**config.mk**
```make
export PLATFORM = sky130hd
export DESIGN_NAME = hd44780_nybble_writer_flat
export DESIGN_NICKNAME = d
export VERILOG_FILES = /design/src/rtl/hd44780_nybble_writer_pkg.sv /design/src/rtl/hd44780_nybble_writer_if.sv /design/src/rtl/hd44780_delay_ctr.sv /design/src/rtl/hd44780_nybble_writer.sv /design/src/flat_wrapper.sv
export SDC_FILE = /design/constraint.sdc
export NUM_CORES = 1
export LEC_CHECK = 0
export CAP_MARGIN = 10
export CELL_PAD_IN_SITES_DETAIL_PLACEMENT = 1
export CELL_PAD_IN_SITES_GLOBAL_PLACEMENT = 1
export CORE_MARGIN = 2
export CORE_UTILIZATION = 48
export CTS_BUF_LIST = sky130_fd_sc_hd__clkbuf_4 sky130_fd_sc_hd__clkbuf_8 sky130_fd_sc_hd__clkbuf_16
export CTS_CLUSTER_SIZE = 25
export DETAILED_ROUTE_END_ITERATION = 12
export DONT_BUFFER_PORTS = 1
export GPL_ROUTABILITY_DRIVEN = 1
export HOLD_SLACK_MARGIN = 0.12
export PLACE_DENSITY = 0.76
export SLEW_MARGIN = 20
export SYNTH_ARGS = -nofsm -noshare
export SYNTH_HDL_FRONTEND = slang
export SYNTH_SLANG_ARGS = --single-unit
```
**constraint.sdc**
```tcl
create_clock -name CLK_I -period 2.4 [get_ports CLK_I]
set_input_delay 0.24 -clock CLK_I [delete_from_list [all_inputs] [get_ports CLK_I]]
set_output_delay 0.24 -clock CLK_I [all_outputs]
set_load 0.05 [all_outputs]
```
**src/rtl/hd44780_nybble_writer_pkg.sv**
```systemverilog
// Shared definitions for the HD44780 4-bit writer: state encodings, command codes,
// cycle-count derivations from the system clock frequency and the power-on init table.
package hd44780_nybble_writer_pkg;

    typedef enum logic [2:0] {
        ST_IDLE     = 3'd0,
        ST_SETUP    = 3'd1,
        ST_E_HI     = 3'd2,
        ST_E_LO     = 3'd3,
        ST_POST     = 3'd4,
        ST_INIT_PWR = 3'd5
    } state_t;

    localparam logic [7:0] CMD_CLEAR = 8'h01;
    localparam logic [7:0] CMD_HOME  = 8'h02;

    // 53 us command execution time
    function automatic int cmd_dly_cyc(input int sysfreq);
        return (sysfreq / 1000) * 53 / 1000;
    endfunction

    // 3 ms clear/home execution time
    function automatic int long_dly_cyc(input int sysfreq);
        return (sysfreq / 1000) * 3;
    endfunction

    // 100 ms power-on settle
    function automatic int init_pwr_cyc(input int sysfreq);
        return sysfreq / 10;
    endfunction

    // 4.1 ms gap after the first init nibble
    function automatic int init_long_cyc(input int sysfreq);
        return (sysfreq / 10000) * 41;
    endfunction

    // 100 us gap after the remaining init nibbles
    function automatic int init_short_cyc(input int sysfreq);
        return sysfreq / 10000;
    endfunction

    // Init nibble sequence 3, 3, 3, 2 indexed 0..3
    function automatic logic [3:0] init_nibble(input logic [1:0] idx);
        return (idx == 2'd3) ? 4'h2 : 4'h3;
    endfunction

    // Clear and home (0x00..0x03 with RS=0) need the long execution wait
    function automatic logic is_long_cmd(input logic rs, input logic [7:0] b);
        return (rs == 1'b0) && ((b & ~(CMD_CLEAR | CMD_HOME)) == 8'h00);
    endfunction

endpackage

```
**src/rtl/hd44780_nybble_writer_if.sv**
```systemverilog
// Write-request handshake between the message/controller logic and the LCD writer.
interface hd44780_nybble_writer_if;
    logic [7:0] DAT_I;
    logic       RS_I;
    logic       NYB_I;
    logic       STB_I;
    logic       RDY_O;

    modport master (output DAT_I, output RS_I, output NYB_I, output STB_I, input RDY_O);
    modport slave  (input DAT_I, input RS_I, input NYB_I, input STB_I, output RDY_O);
endinterface

```
**src/rtl/hd44780_delay_ctr.sv**
```systemverilog
// Loadable down-counter for the writer's timed states; holds at zero and flags done there.
module hd44780_delay_ctr #(
    parameter int TMR_BITS = 23
) (
    input  logic                clk_i,
    input  logic                rst_i,
    input  logic                load_i,
    input  logic [TMR_BITS-1:0] load_val_i,
    output logic                done_o
);

    logic [TMR_BITS-1:0] count_q;
    logic [TMR_BITS-1:0] count_d;

    // Next count: load wins, otherwise count down and saturate at zero
    always_comb begin
        count_d = count_q;
        if (load_i) begin
            count_d = load_val_i;
        end else if (count_q != '0) begin
            count_d = count_q - TMR_BITS'(1);
        end else begin
            count_d = count_q;
        end
    end

    // Count register
    always_ff @(posedge clk_i or posedge rst_i) begin
        if (rst_i) begin
            count_q <= '0;
        end else begin
            count_q <= count_d;
        end
    end

    assign done_o = (count_q == '0);

endmodule

```
**src/rtl/hd44780_nybble_writer.sv**
```systemverilog
// HD44780 4-bit write-only sequencer: {RS, byte} in, framed nibbles with E pulses out.
// Define HD44780_INIT_SEQ_EN to run the power-on init sequence before accepting writes.
module hd44780_nybble_writer
    import hd44780_nybble_writer_pkg::*;
#(
    parameter int SYSFREQ      = 48_000_000,
    parameter int SETUP_CYC    = 4,
    parameter int E_HI_CYC     = 24,
    parameter int E_LO_CYC     = 24,
    parameter int CMD_DLY_CYC  = cmd_dly_cyc(SYSFREQ),
    parameter int LONG_DLY_CYC = long_dly_cyc(SYSFREQ),
    parameter int TMR_BITS     = $clog2(SYSFREQ / 10)
) (
    input  logic                          CLK_I,
    input  logic                          RST_I,
    hd44780_nybble_writer_if.slave        bus,
    output logic                          lcd_rs,
    output logic                          lcd_e,
    output logic [3:0]                    lcd_data
);

    // Counter load values are one less than the state length: done fires on the last cycle
    localparam logic [TMR_BITS-1:0] LD_SETUP = TMR_BITS'(SETUP_CYC - 1);
    localparam logic [TMR_BITS-1:0] LD_E_HI  = TMR_BITS'(E_HI_CYC - 1);
    localparam logic [TMR_BITS-1:0] LD_E_LO  = TMR_BITS'(E_LO_CYC - 1);
    localparam logic [TMR_BITS-1:0] LD_CMD   = TMR_BITS'(CMD_DLY_CYC - 1);
    localparam logic [TMR_BITS-1:0] LD_LONG  = TMR_BITS'(LONG_DLY_CYC - 1);

`ifdef HD44780_INIT_SEQ_EN
    // Power-on wait starts from reset release, so the first edge already counts
    localparam logic [TMR_BITS-1:0] LD_PWR        = TMR_BITS'(init_pwr_cyc(SYSFREQ) - 2);
    localparam logic [TMR_BITS-1:0] LD_INIT_LONG  = TMR_BITS'(init_long_cyc(SYSFREQ) - 1);
    localparam logic [TMR_BITS-1:0] LD_INIT_SHORT = TMR_BITS'(init_short_cyc(SYSFREQ) - 1);
    localparam state_t RESET_STATE = ST_INIT_PWR;
`else
    localparam state_t RESET_STATE = ST_IDLE;
`endif

    state_t       state_q, state_d;
    logic [7:0]   byte_q, byte_d;
    logic         rs_q, rs_d;
    logic         nyb_q, nyb_d;
    logic         second_q, second_d;
    logic         lcd_rs_q, lcd_rs_d;
    logic         lcd_e_q, lcd_e_d;
    logic [3:0]   lcd_data_q, lcd_data_d;
`ifdef HD44780_INIT_SEQ_EN
    logic         init_q, init_d;
    logic [1:0]   idx_q, idx_d;
    logic         armed_q, armed_d;
`endif

    logic                ctr_load;
    logic [TMR_BITS-1:0] ctr_val;
    logic                ctr_done;
    logic [TMR_BITS-1:0] post_ld;

    hd44780_delay_ctr #(
        .TMR_BITS (TMR_BITS)
    ) u_delay_ctr (
        .clk_i      (CLK_I),
        .rst_i      (RST_I),
        .load_i     (ctr_load),
        .load_val_i (ctr_val),
        .done_o     (ctr_done)
    );

    // Post-write wait length for the latched byte
    always_comb begin
`ifdef HD44780_INIT_SEQ_EN
        if (init_q) begin
            post_ld = (idx_q == 2'd0) ? LD_INIT_LONG : LD_INIT_SHORT;
        end else begin
            post_ld = is_long_cmd(rs_q, byte_q) ? LD_LONG : LD_CMD;
        end
`else
        post_ld = is_long_cmd(rs_q, byte_q) ? LD_LONG : LD_CMD;
`endif
    end

    // Next-state and output-register decode
    always_comb begin
        state_d    = state_q;
        byte_d     = byte_q;
        rs_d       = rs_q;
        nyb_d      = nyb_q;
        second_d   = second_q;
        lcd_rs_d   = lcd_rs_q;
        lcd_e_d    = lcd_e_q;
        lcd_data_d = lcd_data_q;
        ctr_load   = 1'b0;
        ctr_val    = '0;
`ifdef HD44780_INIT_SEQ_EN
        init_d     = init_q;
        idx_d      = idx_q;
        armed_d    = armed_q;
`endif
        case (state_q)
            ST_IDLE: begin
                if (bus.STB_I) begin
                    byte_d     = bus.DAT_I;
                    rs_d       = bus.RS_I;
                    nyb_d      = bus.NYB_I;
                    second_d   = 1'b0;
                    lcd_rs_d   = bus.RS_I;
                    lcd_data_d = bus.DAT_I[7:4];
                    state_d    = ST_SETUP;
                    ctr_load   = 1'b1;
                    ctr_val    = LD_SETUP;
                end else begin
                    state_d = ST_IDLE;
                end
            end
            ST_SETUP: begin
                if (ctr_done) begin
                    lcd_e_d  = 1'b1;
                    state_d  = ST_E_HI;
                    ctr_load = 1'b1;
                    ctr_val  = LD_E_HI;
                end else begin
                    state_d = ST_SETUP;
                end
            end
            ST_E_HI: begin
                if (ctr_done) begin
                    lcd_e_d  = 1'b0;
                    state_d  = ST_E_LO;
                    ctr_load = 1'b1;
                    ctr_val  = LD_E_LO;
                end else begin
                    state_d = ST_E_HI;
                end
            end
            ST_E_LO: begin
                if (ctr_done && !nyb_q && !second_q) begin
                    second_d   = 1'b1;
                    lcd_data_d = byte_q[3:0];
                    state_d    = ST_SETUP;
                    ctr_load   = 1'b1;
                    ctr_val    = LD_SETUP;
                end else if (ctr_done) begin
                    state_d  = ST_POST;
                    ctr_load = 1'b1;
                    ctr_val  = post_ld;
                end else begin
                    state_d = ST_E_LO;
                end
            end
            ST_POST: begin
                if (ctr_done) begin
`ifdef HD44780_INIT_SEQ_EN
                    if (init_q && (idx_q != 2'd3)) begin
                        idx_d      = idx_q + 2'd1;
                        byte_d     = {init_nibble(idx_q + 2'd1), 4'h0};
                        lcd_data_d = init_nibble(idx_q + 2'd1);
                        lcd_rs_d   = 1'b0;
                        state_d    = ST_SETUP;
                        ctr_load   = 1'b1;
                        ctr_val    = LD_SETUP;
                    end else begin
                        init_d   = 1'b0;
                        state_d  = ST_IDLE;
                        ctr_load = 1'b1;
                        ctr_val  = '0;
                    end
`else
                    state_d  = ST_IDLE;
                    ctr_load = 1'b1;
                    ctr_val  = '0;
`endif
                end else begin
                    state_d = ST_POST;
                end
            end
`ifdef HD44780_INIT_SEQ_EN
            ST_INIT_PWR: begin
                if (!armed_q) begin
                    armed_d  = 1'b1;
                    ctr_load = 1'b1;
                    ctr_val  = LD_PWR;
                end else if (ctr_done) begin
                    idx_d      = 2'd0;
                    byte_d     = {init_nibble(2'd0), 4'h0};
                    rs_d       = 1'b0;
                    nyb_d      = 1'b1;
                    second_d   = 1'b0;
                    lcd_rs_d   = 1'b0;
                    lcd_data_d = init_nibble(2'd0);
                    state_d    = ST_SETUP;
                    ctr_load   = 1'b1;
                    ctr_val    = LD_SETUP;
                end else begin
                    state_d = ST_INIT_PWR;
                end
            end
`endif
            default: begin
                lcd_e_d = 1'b0;
                state_d = RESET_STATE;
            end
        endcase
    end

    // State and output registers
    always_ff @(posedge CLK_I or posedge RST_I) begin
        if (RST_I) begin
            state_q    <= RESET_STATE;
            byte_q     <= 8'h00;
            rs_q       <= 1'b0;
            nyb_q      <= 1'b0;
            second_q   <= 1'b0;
            lcd_rs_q   <= 1'b0;
            lcd_e_q    <= 1'b0;
            lcd_data_q <= 4'h0;
`ifdef HD44780_INIT_SEQ_EN
            init_q     <= 1'b1;
            idx_q      <= 2'd0;
            armed_q    <= 1'b0;
`endif
        end else begin
            state_q    <= state_d;
            byte_q     <= byte_d;
            rs_q       <= rs_d;
            nyb_q      <= nyb_d;
            second_q   <= second_d;
            lcd_rs_q   <= lcd_rs_d;
            lcd_e_q    <= lcd_e_d;
            lcd_data_q <= lcd_data_d;
`ifdef HD44780_INIT_SEQ_EN
            init_q     <= init_d;
            idx_q      <= idx_d;
            armed_q    <= armed_d;
`endif
        end
    end

    assign lcd_rs    = lcd_rs_q;
    assign lcd_e     = lcd_e_q;
    assign lcd_data  = lcd_data_q;
    assign bus.RDY_O = (state_q == ST_IDLE);

endmodule
```
**src/flat_wrapper.sv**
```systemverilog
// flat-port wrapper written by rule: the top's interface ports become plain ports
module hd44780_nybble_writer_flat import hd44780_nybble_writer_pkg::*;
#(
    parameter int SYSFREQ      = 48_000_000,
    parameter int SETUP_CYC    = 4,
    parameter int E_HI_CYC     = 24,
    parameter int E_LO_CYC     = 24,
    parameter int CMD_DLY_CYC  = cmd_dly_cyc(SYSFREQ),
    parameter int LONG_DLY_CYC = long_dly_cyc(SYSFREQ),
    parameter int TMR_BITS     = $clog2(SYSFREQ / 10)
)
  (CLK_I, RST_I, lcd_rs, lcd_e, lcd_data, bus_DAT_I, bus_RS_I, bus_NYB_I, bus_STB_I, bus_RDY_O);
  hd44780_nybble_writer_if bus_i ();
  input  logic CLK_I;
  input  logic RST_I;
  output logic lcd_rs;
  output logic lcd_e;
  output logic [3:0] lcd_data;
  input wire logic [$bits(bus_i.DAT_I)-1:0] bus_DAT_I;
  input wire logic [$bits(bus_i.RS_I)-1:0] bus_RS_I;
  input wire logic [$bits(bus_i.NYB_I)-1:0] bus_NYB_I;
  input wire logic [$bits(bus_i.STB_I)-1:0] bus_STB_I;
  output wire logic [$bits(bus_i.RDY_O)-1:0] bus_RDY_O;
  assign bus_i.DAT_I = bus_DAT_I;
  assign bus_i.RS_I = bus_RS_I;
  assign bus_i.NYB_I = bus_NYB_I;
  assign bus_i.STB_I = bus_STB_I;
  assign bus_RDY_O = bus_i.RDY_O;
  hd44780_nybble_writer #(.SYSFREQ(SYSFREQ), .SETUP_CYC(SETUP_CYC), .E_HI_CYC(E_HI_CYC), .E_LO_CYC(E_LO_CYC), .CMD_DLY_CYC(CMD_DLY_CYC), .LONG_DLY_CYC(LONG_DLY_CYC), .TMR_BITS(TMR_BITS)) u_core (.CLK_I(CLK_I), .RST_I(RST_I), .bus(bus_i), .lcd_rs(lcd_rs), .lcd_e(lcd_e), .lcd_data(lcd_data));
endmodule
```
==> impl_metrics.csv, run 1 <==
group,metric,value,unit
detailed_routing,wirelength,5758,µm
floorplan,die_x,72.31,µm
cells_and_area,seq_area,0.001051,mm²
critical_path,r2r-end,"u_core.lcd_data[2]",
logic_synthesis,seq_area_frac_synth,0.4693,
cts,cts_setup_buffers,0,
floorplan,dieHeight,72.31,µm
critical_path,rrSetupSlack,0.11,ns
run,drv_cap,0,
placement,place.gp.congestion,0.8506,
critical_path,r2r-start,"u_core.u_delay_ctr.count_q[0]",
critical_path,path_class,"flip-flop to flip-flop",
placement,port_buffers,0,
critical_path,cp.arrival,2.48,ns
detailed_routing,ant_nets,0,
hold_path,whs_endpoint,"u_core.lcd_data[3]",
placement,dp_cells,289,
floorplan,initial_core_util,0.5074,
timing,tightest_slew,0.6757,ns
cts,numCtsBuffers,5,
placement,dp_hpwl,4008,µm
hold_path,holdPathStages,2,
logic_synthesis,syn_area_per_cell,9.490,µm²
pwr,p_int,1.354,mW
timing,rsz0062_at_grt,"no",
cells_and_area,final_util,0.5796,
critical_path,critPathLaunchType,"flip-flop",
logic_synthesis,netlist.area_leader.share,0.4693,
pwr,swShare,0.3242,
logic_synthesis,synth_area_leaders,"dfrtp_1 47%, nand2_1 7.4%, nor2_1 3.7%",
logic_synthesis,ys_ff_latch,42,
detailed_routing,wl_per_cell,18.69,µm
floorplan,design.core.area,0.004414,mm²
logic_synthesis,synth_area,0.002240,mm²
timing,fmax,437.2,MHz
timing,slew_violations,0,
floorplan,ioPinCount,20,
grt,antenna_found_initial,0,
detailed_routing,drt_first_iter_violations,114,
detailed_routing,viasPerCell,5.971,
grt,gr-usage-all-layers,0.2417,
pwr,clkPwrFrac,0.285,
cts,root_buffer,"clkbuf_8",
logic_synthesis,synth_ff_type,"dfrtp_1",
cts,h-tree-depth,2,
logic_synthesis,synth-edff-count,0,
pwr,ir_drop,0.0005398,V
cts,cts_tree,"done",
timing,tns,0,ns
pwr,power.net_switching,0.6498,mW
logic_synthesis,yosys_warnings,0,
logic_synthesis,post-synth-top-count-cell,"nand2_1",
logic_synthesis,synth_nets,250,
hold_path,hp-class,"input port to flip-flop",
grt,grt_pass1_vias,2022,
critical_path,cp-end-kind,"flip-flop",
grt,grt_pass1_wl,9694,µm
cells_and_area,drive_above_1_share,0.1406,
cts,cts.clk_slew.worst_paths,0.09,ns
logic_synthesis,synth_top_area_cell,"dfrtp_1",
critical_path,crit_required,2.59,ns
logic_synthesis,synthCells,236,
cells_and_area,num_antenna_cells,0,
cells_and_area,multiInputGateArea,0.001117,mm²
timing,hold_violations,0,
detailed_routing,route.vias.total,1839,
cts,clk_latency,0.30,ns
cts,cts_buffer_depth,2,
cells_and_area,fin_cells,308,
timing,setup_viol,0,
critical_path,reg2reg_depth,8,
cts,cts.sink_count,42,
floorplan,row_count,24,
pwr,p_leak,1.098,nW
detailed_routing,dr.pass1.iters,4,
hold_path,min-delay-start,"bus_DAT_I[7]",
critical_path,crit_fanout,6,
logic_synthesis,synth_top_cells_by_count,"44 x nand2_1, 42 x dfrtp_1, 22 x nor2_1",
cells_and_area,finalNetCount,269,
pwr,power_frac_comb,0.191,
pwr,pwr-share-seq,0.524,
grt,grt_max_degree,43,
timing,fin_skew,0.009039,ns
pwr,p_per_area,783.3,mW/mm²
timing,relSlewSlack,0.5454,
cells_and_area,syn_to_final_growth,14.25,%
logic_synthesis,synth_cell_types,53,
timing,min_period_over_period,0.9531,
status,outcome,"complete, no violations",
grt,grt_overflow,0,
cells_and_area,fillers,502,
logic_synthesis,async_reset_ff_frac,1.000,
floorplan,die-area,0.005228,mm²
detailed_routing,drc,0,
timing,hold_ws,0.1937,ns
timing,period_minus_slack,2.287,ns
==> layer usage <==
metal  part of all wire  global-route usage  up-vias
li1                   -                   -      877
met2               0.54              0.4475       32
met3              0.036             0.04861        5
met1               0.42              0.2852      925
met4             0.0064             0.05870        0
met5                  0                   0        -
==> cell type report <==
| type | instances | share of cell area |
|---|---|---|
| Clock buffer | 6 | 0.02983 |
| Clock inverter | 2 | 0.01467 |
| Inverter | 5 | 0.007335 |
| Multi-Input combinational cell | 179 | 0.4367 |
| Sequential cell | 42 | 0.4108 |
| Tap cell | 52 | 0.02543 |
| Timing Repair Buffer | 22 | 0.07531 |
==> repair_timing <==
item                                   in CTS  in global routing
setup endpoints to repair                   0                  1
gates resized for setup                     0                  1
endpoints found under the hold margin      52                  0
hold buffers                               11                  0
==> kinds of logic after synthesis <==
group           Yosys count  synth area share
simple gates            113            0.2721
xor+xnor                 15           0.05866
buf+inv                  15           0.03519
flops                    42            0.4693
compound gates           49            0.1547
fa+ha+maj                 1          0.005586
mux                       1          0.004469
==> power by group through the flow <==
stage | logic [mW] | clock network, mW | registers [mW]
after floorplan | 0.291 | 0 | 1.02
after global placement | 0.348 | 0 | 1.05
after detailed placement | 0.369 | 0 | 1.05
after CTS | 0.385 | 0.583 | 1.05
after global routing | 0.428 | 0.612 | 1.07
final | 0.383 | 0.571 | 1.05
==> worst max-delay path, stage by stage (launching register included) <==
cell and delay (ns):
dfrtp_1 0.44, inv_1 0.08, ha_1 0.17, nor3b_2 0.30, buf_4 0.19, and4_1 0.31
nand4_1 0.31, o22a_1 0.28, o21a_1 0.11
==> state kept, by name (all words and copies together), names as in the netlist <==
signal and cells:
u_core.lcd_e 1, u_core.u_delay_ctr.count_q 23, u_core.nyb_q 1, u_core.rs_q 1
u_core.state_q 3, u_core.byte_q 8, u_core.lcd_data 4, u_core.second_q 1
==> cell usage in the layout (no fill, tap or decap), drive strengths merged, types with 3 or more instances in the layout <==
cell type	count
a21oi	4
buf	11
clkbuf	6
dfrtp	42
dlygate4sd3	11
inv	5
nand2	45
nand3	5
nand4	4
nor2	23
nor3	7
nor4	8
o211ai	5
o21a	6
o21ai	10
o22a	4
o31ai	6
or2	3
or3	7
or4	4
xnor2	9
xor2	6
==> worst max path at each step <==
stage / startpoint / slack (ns) / end / depth (start not counted)
2_1_floorplan: u_core.u_delay_ctr.count_q[0] / 0.38 / u_core.u_delay_ctr.count_q[3] / 8
3_3_place_gp: u_core.u_delay_ctr.count_q[0] / 0.22 / u_core.lcd_data[1] / 8
3_5_place_dp: u_core.u_delay_ctr.count_q[0] / 0.15 / u_core.lcd_data[3] / 8
4_1_cts: u_core.u_delay_ctr.count_q[0] / 0.14 / u_core.u_delay_ctr.count_q[4] / 8
5_1_grt: u_core.u_delay_ctr.count_q[0] / 0.002 / u_core.lcd_data[2] / 8
6_report: u_core.u_delay_ctr.count_q[0] / 0.11 / u_core.lcd_data[2] / 8
==> through the flow <==
step | power, mW | area, µm² | worst slack [ns]
2_1_floorplan | 1.310 | 2240 | 0.3831
3_3_place_gp | 1.394 | 2327 | 0.2231
3_5_place_dp | 1.424 | 2327 | 0.1460
4_1_cts | 2.016 | 2551 | 0.1356
5_1_grt | 2.110 | 2559 | 0.001550
6_report | 2.004 | 2559 | 0.1126
Power figures use the tool's default switching activity.
==> inputs of run 2 (changes only) <==
--- a/config.mk
+++ b/config.mk
@@ -9,14 +9,14 @@
 export CELL_PAD_IN_SITES_DETAIL_PLACEMENT = 1
 export CELL_PAD_IN_SITES_GLOBAL_PLACEMENT = 1
 export CORE_MARGIN = 2
-export CORE_UTILIZATION = 48
+export CORE_UTILIZATION = 30
 export CTS_BUF_LIST = sky130_fd_sc_hd__clkbuf_4 sky130_fd_sc_hd__clkbuf_8 sky130_fd_sc_hd__clkbuf_16
 export CTS_CLUSTER_SIZE = 25
 export DETAILED_ROUTE_END_ITERATION = 12
 export DONT_BUFFER_PORTS = 1
 export GPL_ROUTABILITY_DRIVEN = 1
 export HOLD_SLACK_MARGIN = 0.12
-export PLACE_DENSITY = 0.76
+export PLACE_DENSITY = 0.51
 export SLEW_MARGIN = 20
 export SYNTH_ARGS = -nofsm -noshare
 export SYNTH_HDL_FRONTEND = slang
==> run 2 against run 1 <==
Effect of this change:
- combinational power rose by 7.0%
- non-clock buffer count up 1
- critical endpoint is now u_core.u_delay_ctr.count_q[2]
- register-to-register slack gained 0.08 ns
- first-iteration DRC count shrank 54%
- count of clock-buffer cells in the layout shrank 1
- setup slack improved by 0.082 ns
- largest power group unchanged
- highest routed layer unchanged
- routed wire length is 3.4% higher
- final cell count increased by 16%
- clock power is 13% lower
- sequential share of layout area fell by 0.73 points
- global-route usage is 8.1 points lower
==> impl_metrics.csv, run 2 (synthesized netlist as in run 1, its figures left out) <==
group,metric,value,unit
cts,cts.sink_count,42,
detailed_routing,wl_per_cell,16.73,µm
pwr,p_per_area,747.1,mW/mm²
critical_path,cp-end-kind,"flip-flop",
critical_path,critPathLaunchType,"flip-flop",
grt,grt_pass1_vias,1966,
cts,h-tree-depth,2,
grt,grt_max_degree,43,
cells_and_area,syn_to_final_growth,16.31,%
detailed_routing,dr.pass1.iters,3,
floorplan,ioPinCount,20,
pwr,power.net_switching,0.6872,mW
cells_and_area,finalNetCount,270,
pwr,power_frac_comb,0.211,
floorplan,row_count,31,
pwr,clkPwrFrac,0.255,
cts,cts.clk_slew.worst_paths,0.09,ns
placement,dp_hpwl,4228,µm
placement,port_buffers,0,
timing,fin_skew,0.01017,ns
cells_and_area,final_cell_mix,"44 x nand2_1, 42 x dfrtp_1, 22 x nor2_1",
floorplan,dieHeight,90.41,µm
timing,fmax,453.4,MHz
timing,period_minus_slack,2.206,ns
cells_and_area,top_register,"u_core.u_delay_ctr.count_q",
timing,rsz0062_at_grt,"no",
pwr,p_leak,1.086,nW
grt,grtUsageMet1,0.2203,
cts,root_buffer,"clkbuf_8",
floorplan,initial_core_util,0.3088,
cells_and_area,num_antenna_cells,0,
run,drv_cap,0,
cells_and_area,final_common_cell,"nand2_1",
cts,cts_buffer_depth,2,
timing,relSlewSlack,0.3962,
detailed_routing,drt_first_iter_violations,52,
timing,tightest_slew,0.9044,ns
timing,min_period_over_period,0.9191,
grt,gr-usage-all-layers,0.1604,
critical_path,path_class,"flip-flop to flip-flop",
pwr,p_int,1.259,mW
pwr,swShare,0.3531,
detailed_routing,drc,0,
grt,grt_overflow,0,
cells_and_area,drive_above_1_share,0.1479,
grt,antenna_found_initial,0,
hold_path,hp-class,"input port to flip-flop",
pwr,ir_drop,0.0002546,V
grt,use_met3,0.04007,
cts,numCtsBuffers,5,
floorplan,die-area,0.008173,mm²
floorplan,design.core.area,0.007253,mm²
grt,grt_pass1_wl,10320,µm
detailed_routing,route.vias.total,1795,
status,outcome,"complete, no violations",
detailed_routing,wirelength,5956,µm
grt,grt_use_met2,0.2519,
pwr,pwr-share-seq,0.534,
pwr,fin_total_pwr,1.946,mW
cts,cts_tree,"done",
timing,slew_violations,0,
timing,tns,0,ns
cts,clk_latency,0.31,ns
critical_path,crit_fanout,14,
cells_and_area,largest_reg_flops,23,
placement,place.gp.congestion,0.7547,
cts,cts_setup_buffers,0,
critical_path,cp.arrival,2.39,ns
cells_and_area,fillers,853,
grt,busiest_layer,"met2",
timing,hold_violations,0,
critical_path,crit_required,2.59,ns
detailed_routing,ant_nets,0,
detailed_routing,viasPerCell,5.042,
floorplan,die_x,90.41,µm
timing,setup_viol,0,
## run 2: cell types whose count changed in the layout (fill, tap and decap cells not counted), sizes merged
cell / previous run / this run
buf: 11 / 12
bufinv: 1 / 0
clkbuf: 6 / 5
clkinvlp: 1 / 2
inv: 5 / 6
## run 2: final cells by class
type                            instances  area (µm²)  area share
Clock buffer                            5       68.82     0.02642
Clock inverter                          3       23.77    0.009126
Inverter                                5       18.77    0.007205
Multi-Input combinational cell        179        1119      0.4294
Sequential cell                        42        1051      0.4035
Tap cell                               99       123.9     0.04755
Timing Repair Buffer                   23       200.2     0.07685
## run 2: final timing paths
kind	startpoint	endpoint	slack [ns]	depth (start not counted)
min in group asynchronous	RST_I	u_core.state_q[0]	0.57	2
worst min-delay path	bus_DAT_I[5]	u_core.lcd_data[1]	0.18	2
worst max-delay path	u_core.u_delay_ctr.count_q[0]	u_core.u_delay_ctr.count_q[2]	0.19	7
max in group asynchronous	RST_I	u_core.u_delay_ctr.count_q[14]	1.25	2
worst min register to register	u_core.nyb_q	u_core.nyb_q	0.49	2
worst max register to register	u_core.u_delay_ctr.count_q[0]	u_core.u_delay_ctr.count_q[2]	0.19	7
## run 2: critical path, cell delays in order (launching register included)
cell     delay (ns)
dfrtp_1        0.44
inv_1          0.08
ha_1           0.18
nor3b_2        0.31
nand4_2        0.25
or3_1          0.47
nand3_4        0.21
o32ai_1        0.12
## run 2: power by group through the flow
| stage | combinational (mW) | sequential (mW) | clock [mW] |
|---|---|---|---|
| final | 0.410 | 1.04 | 0.496 |
| after global routing | 0.479 | 1.06 | 0.546 |
| after CTS | 0.419 | 1.04 | 0.517 |
| after detailed placement | 0.405 | 1.05 | 0 |
| after global placement | 0.393 | 1.05 | 0 |
| after floorplan | 0.291 | 1.02 | 0 |
## run 2: routing by layer
metal | routed length (µm) | share of wire
met1 | 3051 | 0.51
met5 | 0 | 0
met2 | 2662 | 0.45
met4 | 86 | 0.014
met3 | 156 | 0.026
## run 2: through the flow
step	utilization	setup slack (ns)	hold WS (ns)	cell area, µm²	cells
2_1_floorplan	-	0.3831	0.3454	2240	236
3_3_place_gp	0.3300	0.2393	0.3481	2394	337
3_5_place_dp	0.3300	0.1081	0.3533	2394	337
4_1_cts	0.3579	0.1028	0.1713	2596	356
5_1_grt	0.3592	0.01242	0.1667	2605	356
6_report	0.3592	0.1943	0.1785	2605	356
## run 2: repair_timing
item / CTS / global route
hold buffers: 11 / 0
setup endpoints to repair: 0 / 10
gates resized for setup: 0 / 2
hold endpoints to repair: 52 / 0
